**src/rtl/issue_ctrl.sv**
```systemverilog
// Single-entry in-order issue controller: holds one decoded instruction, checks
// it against a register scoreboard, and stalls behind unresolved branches/jumps.
module issue_ctrl #(
  parameter int unsigned NUM_REGS = 32
) (
  input  logic        clk,
  input  logic        rst_n,
  input  logic        in_valid_i,
  output logic        in_ready_o,
  input  logic [4:0]  rs1_addr_i,
  input  logic [4:0]  rs2_addr_i,
  input  logic [4:0]  rd_addr_i,
  input  logic        uses_rs1_i,
  input  logic        uses_rs2_i,
  input  logic        reg_write_en_i,
  input  logic        branch_i,
  input  logic        jump_i,
  output logic        issue_valid_o,
  input  logic        issue_ready_i,
  output logic [4:0]  issue_rd_o,
  input  logic        wb_valid_i,
  input  logic [4:0]  wb_rd_i,
  input  logic        resolve_i,
  input  logic        flush_i,
  output logic        busy_o,
  output logic [15:0] stall_cnt_o
);

  typedef enum logic {RUN, BRWAIT} state_t;

  state_t              state, state_next;
  logic                buf_valid;
  logic [4:0]          buf_rs1, buf_rs2, buf_rd;
  logic                buf_uses_rs1, buf_uses_rs2, buf_we, buf_branch, buf_jump;
  logic [NUM_REGS-1:0] sb, sb_next;
  logic                hazard, fire, capture, stall;

  // x0 never hazards: the lookup skips entry 0 entirely.
  function automatic logic sb_hit(input logic [NUM_REGS-1:0] v, input logic [4:0] addr);
    logic hit;
    hit = 1'b0;
    for (int unsigned i = 1; i < NUM_REGS; i++)
      if (32'(addr) == i) hit = v[i];
    return hit;
  endfunction

  always_comb begin
    hazard = (buf_uses_rs1 && sb_hit(sb, buf_rs1)) |
             (buf_uses_rs2 && sb_hit(sb, buf_rs2)) |
             (buf_we       && sb_hit(sb, buf_rd));
  end

  // Reset also gates issue so nothing escapes during the reset cycle.
  always_comb begin
    state_next    = state;
    issue_valid_o = 1'b0;
    in_ready_o    = 1'b0;
    fire          = 1'b0;
    capture       = 1'b0;
    stall         = 1'b0;
    if (rst_n && !flush_i && state == RUN) begin
      issue_valid_o = buf_valid && !hazard;
      fire          = issue_valid_o && issue_ready_i;
      in_ready_o    = !buf_valid || fire;
      capture       = in_valid_i && in_ready_o;
      stall         = buf_valid && hazard;
    end
    if (flush_i)
      state_next = RUN;
    else if (state == RUN && fire && (buf_branch || buf_jump))
      state_next = BRWAIT;
    else if (state == BRWAIT && resolve_i)
      state_next = RUN;
  end

  // Set is applied after clear so a same-register collision leaves the bit set.
  always_comb begin
    sb_next = sb;
    for (int unsigned i = 1; i < NUM_REGS; i++) begin
      if (wb_valid_i && 32'(wb_rd_i) == i) sb_next[i] = 1'b0;
      if (fire && buf_we && 32'(buf_rd) == i) sb_next[i] = 1'b1;
    end
    sb_next[0] = 1'b0;
  end

  always_ff @(posedge clk) begin
    if (!rst_n) begin
      state       <= RUN;
      buf_valid   <= 1'b0;
      sb          <= '0;
      stall_cnt_o <= '0;
    end else begin
      state <= state_next;
      sb    <= sb_next;
      if (flush_i)
        buf_valid <= 1'b0;
      else if (capture)
        buf_valid <= 1'b1;
      else if (fire)
        buf_valid <= 1'b0;
      if (stall && stall_cnt_o != '1)
        stall_cnt_o <= stall_cnt_o + 16'd1;
    end
  end

  always_ff @(posedge clk) begin
    if (capture) begin
      buf_rs1      <= rs1_addr_i;
      buf_rs2      <= rs2_addr_i;
      buf_rd       <= rd_addr_i;
      buf_uses_rs1 <= uses_rs1_i;
      buf_uses_rs2 <= uses_rs2_i;
      buf_we       <= reg_write_en_i;
      buf_branch   <= branch_i;
      buf_jump     <= jump_i;
    end
  end

  assign busy_o     = |sb;
  assign issue_rd_o = buf_rd;

endmodule

```
**config.mk**
```make
export PLATFORM = sky130hd
export DESIGN_NAME = issue_ctrl
export DESIGN_NICKNAME = d
export VERILOG_FILES = /design/src/rtl/issue_ctrl.sv
export SDC_FILE = /design/constraint.sdc
export NUM_CORES = 1
export LEC_CHECK = 0
export CELL_PAD_IN_SITES_DETAIL_PLACEMENT = 1
export CELL_PAD_IN_SITES_GLOBAL_PLACEMENT = 2
export CORE_MARGIN = 8
export CORE_UTILIZATION = 31
export DETAILED_ROUTE_END_ITERATION = 8
export PLACE_DENSITY_LB_ADDON = 0.25
export SLEW_MARGIN = 20
export SYNTH_ARGS = -nofsm -noshare
export SYNTH_HDL_FRONTEND = slang
export SYNTH_SLANG_ARGS = --single-unit
```
**constraint.sdc**
```tcl
create_clock -name clk -period 3.53 [get_ports clk]
set_input_delay 0.5295 -clock clk [delete_from_list [all_inputs] [get_ports clk]]
set_output_delay 0.5295 -clock clk [all_outputs]
set_load 0.1 [all_outputs]
```
## Yosys cells after proc, flatten, opt, wreduce, memory -nomap -nowiden

Cells that the tools add are included.

| storage, ports and cells | value |
|---|---|
| flip-flop bits (word level) | 70 |
| latch bits | 0 |
| RAM bits | 0 |
| memory bits (read-only) | 0 |
| input bits | 32 |
| word-level logic and storage cells | 453 |
| memories kept | 0 |

| operators by class | value |
|---|---|
| add/subtract/negate cells | 1 |
| multiply operators | 0 |
| divide/modulo/power cells | 0 |
| $lt $le $gt $ge | 0 |
| equal/unequal tests | 125 |
| shifts and indexed selects | 0 |
| mux-type cells | 164 |
| bitwise logic cells | 4 |
| reduce and logical (&&, ||, !) cells | 116 |

Operators by type and width:

| cell | number |
|---|---|
| equality test 5 bit, second input constant | 64 |
| two-way mux 1 bit | 164 |
| equality test 5 x 4 -> 1 bit, second input constant | 32 |
| equality test 5 x 3 -> 1 bit, second input constant | 16 |
| logical AND 1 bit | 76 |
| nonzero test 2 bit | 33 |
| equality test 5 x 2 -> 1 bit, second input constant | 8 |
| OR reduction 32 bit | 1 |
| equality test 5 x 1 -> 1 bit, second input constant | 4 |
| adder 16 x 1 -> 16 bit, second input constant | 1 |
| != test 16 bit, second input constant | 1 |
| zero test 1 bit | 3 |
| logical OR 1 bit | 2 |
| NOT 1 bit | 2 |
| OR 1 bit | 2 |
| OR reduction 2 bit | 1 |

## Logic depth before layout (Yosys ltp)

| logic depth | value |
|---|---|
| depth after elaboration | 42 |
| depth in mapped cells | 13 |

## Worst setup path after synthesis

No wires, ideal clock.

| path | value |
|---|---|
| path type | register to output |
| start | register buf_rd[0], in the netlist issue_rd_o[0] |
| end | output port in_ready_o |
| arrival | 4,058 ps |
| path slack | -1,057 ps |
| cell stages (with the launch flop) | 11 |
| cells stage by stage | edfxtp_1 clkbuf_1 buf_2 mux2i_1 o21ai_0 a22oi_1 o2111ai_1 o21a_2 nor3_1 nand2_1 o32ai_1 |

| between the ends | value |
|---|---|
| longest elaborated chain between the ends | 39 |

Ends and longest elaborated chain:

| element | RTL line | RTL |
|---|---|---|
| start, declared | 33 | `logic [4:0] buf_rs1, buf_rs2, buf_rd;` |
| start signal, assigned | 110 | `buf_rd <= rd_addr_i;` |
| equality test 5 x 1 -> 1 bit | 43 | `if (32'(addr) == i) hit = v[i];` |
| two-way mux 1 bit (30 in series) | 43 |  |
| two-way mux 1 bit (*) | 43 |  |
| logical AND 1 bit (*) | 50 | `(buf_we && sb_hit(sb, buf_rd));` |
| OR 1 bit (*) | 49 | `(buf_uses_rs2 && sb_hit(sb, buf_rs2)) \|` |
| zero test 1 bit (*) | 62 | `issue_valid_o = buf_valid && !hazard;` |
| logical AND 1 bit (*) | 62 |  |
| logical AND 1 bit (*) | 63 | `fire = issue_valid_o && issue_ready_i;` |
| logical OR 1 bit (*) | 64 | `in_ready_o = !buf_valid \|\| fire;` |
| two-way mux 1 bit (*) | 61 | `if (rst_n && !flush_i && state == RUN) begin` |
| end, declared | 9 | `output logic in_ready_o,` |

Every way passes the cells marked *; elsewhere a longest branch is shown, timed or not.

## Worst setup path in the final report

| path | value |
|---|---|
| start | register buf_rs1[1] |
| end | output port in_ready_o |

| between the ends | value |
|---|---|
| longest elaborated chain between the ends | 40 |

Ends and longest elaborated chain:

| element | RTL line | RTL |
|---|---|---|
| start, declared | 33 |  |
| start signal, assigned | 108 | `buf_rs1 <= rs1_addr_i;` |
| equality test 5 x 1 -> 1 bit | 43 |  |
| two-way mux 1 bit (30 in series) | 43 |  |
| two-way mux 1 bit (*) | 43 |  |
| logical AND 1 bit (*) | 48 | `hazard = (buf_uses_rs1 && sb_hit(sb, buf_rs1)) \|` |
| OR 1 bit (*) | 48 |  |
| OR 1 bit (*) | 49 |  |
| zero test 1 bit (*) | 62 |  |
| logical AND 1 bit (*) | 62 |  |
| logical AND 1 bit (*) | 63 |  |
| logical OR 1 bit (*) | 64 |  |
| two-way mux 1 bit (*) | 61 |  |

Marked as above.

==> run summary <==
Status: finished, final reports clean
Die ar.: 0.0183 mm2
Busiest layer in global routing: met2
Number of clock sinks: 69
Post-Syn Area: 0.00440 mm2
H-tree Lvls: 3
EDFF count, synth: 20
Final wirelength: 17600 um
P&R area growth vs syn: 34.0%
Routed via count: 4680
Final Skew: 0.0102 ns
Via density: 5.97
Met2 usage: 32.4%
Nets@finish: 632
Initial antenna violation count: 0
Setup violators final: 0
DRT Pass-1 Iters: 5
Core area: 0.0139 mm2
Post-Syn Area per Cell: 8.55 um2
Number of global-route vias before repair: 4776
Fin crit period: 3.45 ns
Asr flop ratio synth: 0%
PwrDens: 327 mW/mm2
Leakage: 2.03 nW
Clock buffer depth: 2
Share of layout cells above drive strength 1: 18.7%
Crit path DAT: 2.92 ns
# rows: 43
Max cap viols: 0
Slew Limit Headroom: 34.3%
CP max FO: 9
Ports: 56
IO buf count: 55
Worst skew pair latency: 0.35 ns
Clk root buf: clkbuf_16
Worst EP required: 3.00 ns
# diodes: 0
Ys flop type: dfxtp_1
Setup TNS: 0 ns
Setup CP Type: register to output port
Yosys reg bits: 69
Hold Crit Class: register to register
Met3 usage in global routing: 4.56%
Hold_buf cts: 0
Maximum VDD drop: 0.219 mV
Num CTS Buffers: 9
CP startpoint kind: register
Syn Inst Count: 515
All-Layer GR Usage: 19.0%
Power Total: 1.93 mW
Die width: 135 um
Max Slew Vio Count: 0
TritonCTS clock tree: yes
Die Y-Extent: 135 um
DP HPWL: 12200 um
Sequential share of the synthesized area: 35.9%
Starting Density: 31.7%
Reg clk slew, reported paths: 0.06 ns
Met1 usage: 22.5%
Worst-Margin Slew: 0.983 ns
Fill count: 1632
Largest net degree at the start of global routing: 50
Global-route wire length before repair: 27000 um
Netlist cell types: 68
DRC Markers: 0
Critical path endpoint category: output port
Hold Vio Cnt, Final: 0
DR WL/cell: 22.5 um
Placer congestion estimate: 0.879
Ys Warns: 0
Routed Antenna Nets: 0
Max Freq: 290 MHz
Iter 0 DRT Violations: 308
Crit share post-route: 97.7%
Gr ovfl total: 0
Post-synth net total: 548
sequential cells by signal (all words and copies together) (netlist names), 5 cells and up:
name / count
buf_rs1: 5
stall_cnt_o: 16
sb: 31
issue_rd_o: 5
buf_rs2: 5
stage by stage:
stage	instances	setup WS (ns)	hold slack (ns)	cell area, um2	utilization [%]
floorplan	515	-0.0219	0.483	4470	-
global placement	737	0.288	0.469	5280	38.0
detailed placement	737	0.237	0.484	5280	38.0
CTS	764	0.0296	0.491	5660	40.8
global route	784	-0.0439	0.538	5900	42.5
finish	784	0.0812	0.491	5900	42.5
metal layers:
layer | part of all wire [%] | up-vias
met5 | 0 | -
met4 | 2.4 | 0
met3 | 4.8 | 38
met2 | 50 | 126
met1 | 43 | 2334
li1 | - | 2182
what timing repair did:
action | CTS | global route
gates resized for setup | 4 | 15
endpoints found under the setup margin | 2 | 2
setup buffers | 11 | 19
cloned | 0 | 1
pin swaps | 0 | 9
hold endpoints to repair | 0 | 0
cells by family after synthesis:
group	share of synthesized area (%)
AOI/OAI and AO/OA	26.8
xor gates and xnor gates	0.199
adders and majority gates	0.284
buffers and inverters	5.29
DFF	35.9
muxes	5.71
and+or+nand+nor	25.8
final cells by class:
type	count	area [um2]	area share, %
clock inverter	6	41.3	0.700
timing repair buffer	113	1050	17.7
clock buffer	10	250	4.24
multi-input combinational	391	2700	45.7
inverter	15	60.1	1.02
sequential	69	1580	26.8
tap	180	225	3.82
power by group:
part / switching [mW] / internal, mW
Clock: 0.374 / 0.520
Sequential: 0.0128 / 0.824
Combinational: 0.111 / 0.0906
critical path, stage by stage (launching register included):
cell and delay, ns:
edfxtp_1 0.43, buf_4 0.22, mux2_2 0.35, a221o_1 0.34, a21oi_1 0.18, a311o_1 0.18, a41oi_2 0.11, nor3_4 0.27
nand2_4 0.10, o32ai_4 0.18, buf_12 0.21
path summary, 6_finish.rpt:
| check | startpoint | to | slack, ns | cells past startpoint |
|---|---|---|---|---|
| min reg2reg | stall_cnt_o[8]$_SDFFE_PN0P_ | stall_cnt_o[8]$_SDFFE_PN0P_ | 0.49 | 2 |
| max reg2reg | issue_rd_o[0]$_DFFE_PP_ | stall_cnt_o[9]$_SDFFE_PN0P_ | 0.33 | 10 |
| min | stall_cnt_o[8]$_SDFFE_PN0P_ | stall_cnt_o[8]$_SDFFE_PN0P_ | 0.49 | 2 |
| max | buf_rs1[1]$_DFFE_PP_ | in_ready_o | 0.08 | 10 |
cells in the mapped netlist, types with 4 or more instances:
library cell	count	area, um2
dfxtp_1	49	981
o21ai_0	43	215
nand2_1	33	124
nand2b_1	27	169
o211ai_1	26	195
a21oi_1	24	120
nand3_1	24	120
clkbuf_1	23	86.3
edfxtp_1	20	601
nor2b_1	18	113
nor2_1	16	60.1
inv_1	15	56.3
mux2i_1	15	150
o31ai_1	13	97.6
buf_2	12	60.1
nor4_1	12	75.1
o311ai_0	11	96.3
nand4_1	10	62.6
or4_1	9	67.6
and3_1	8	50.1
mux2_2	7	78.8
nor3_1	7	35.0
and2_1	6	37.5
o22ai_1	6	37.5
a221oi_1	4	35.0
a31oi_1	4	25.0
nand3b_1	4	30.0
o2111ai_1	4	35.0
cell usage in the layout, fill, tap and decap left out, types with 17 or more instances in the layout:
cell	Yosys	layout
nand3_1	24	24
o21ai_0	43	41
buf_4	3	56
nand2b_1	27	27
a21oi_1	24	21
nor2b_1	18	17
dfxtp_1	49	49
edfxtp_1	20	20
nand2_1	33	32
o211ai_1	26	26
clkdlybuf4s50_1	0	47
Power figures use the tool's default switching activity.
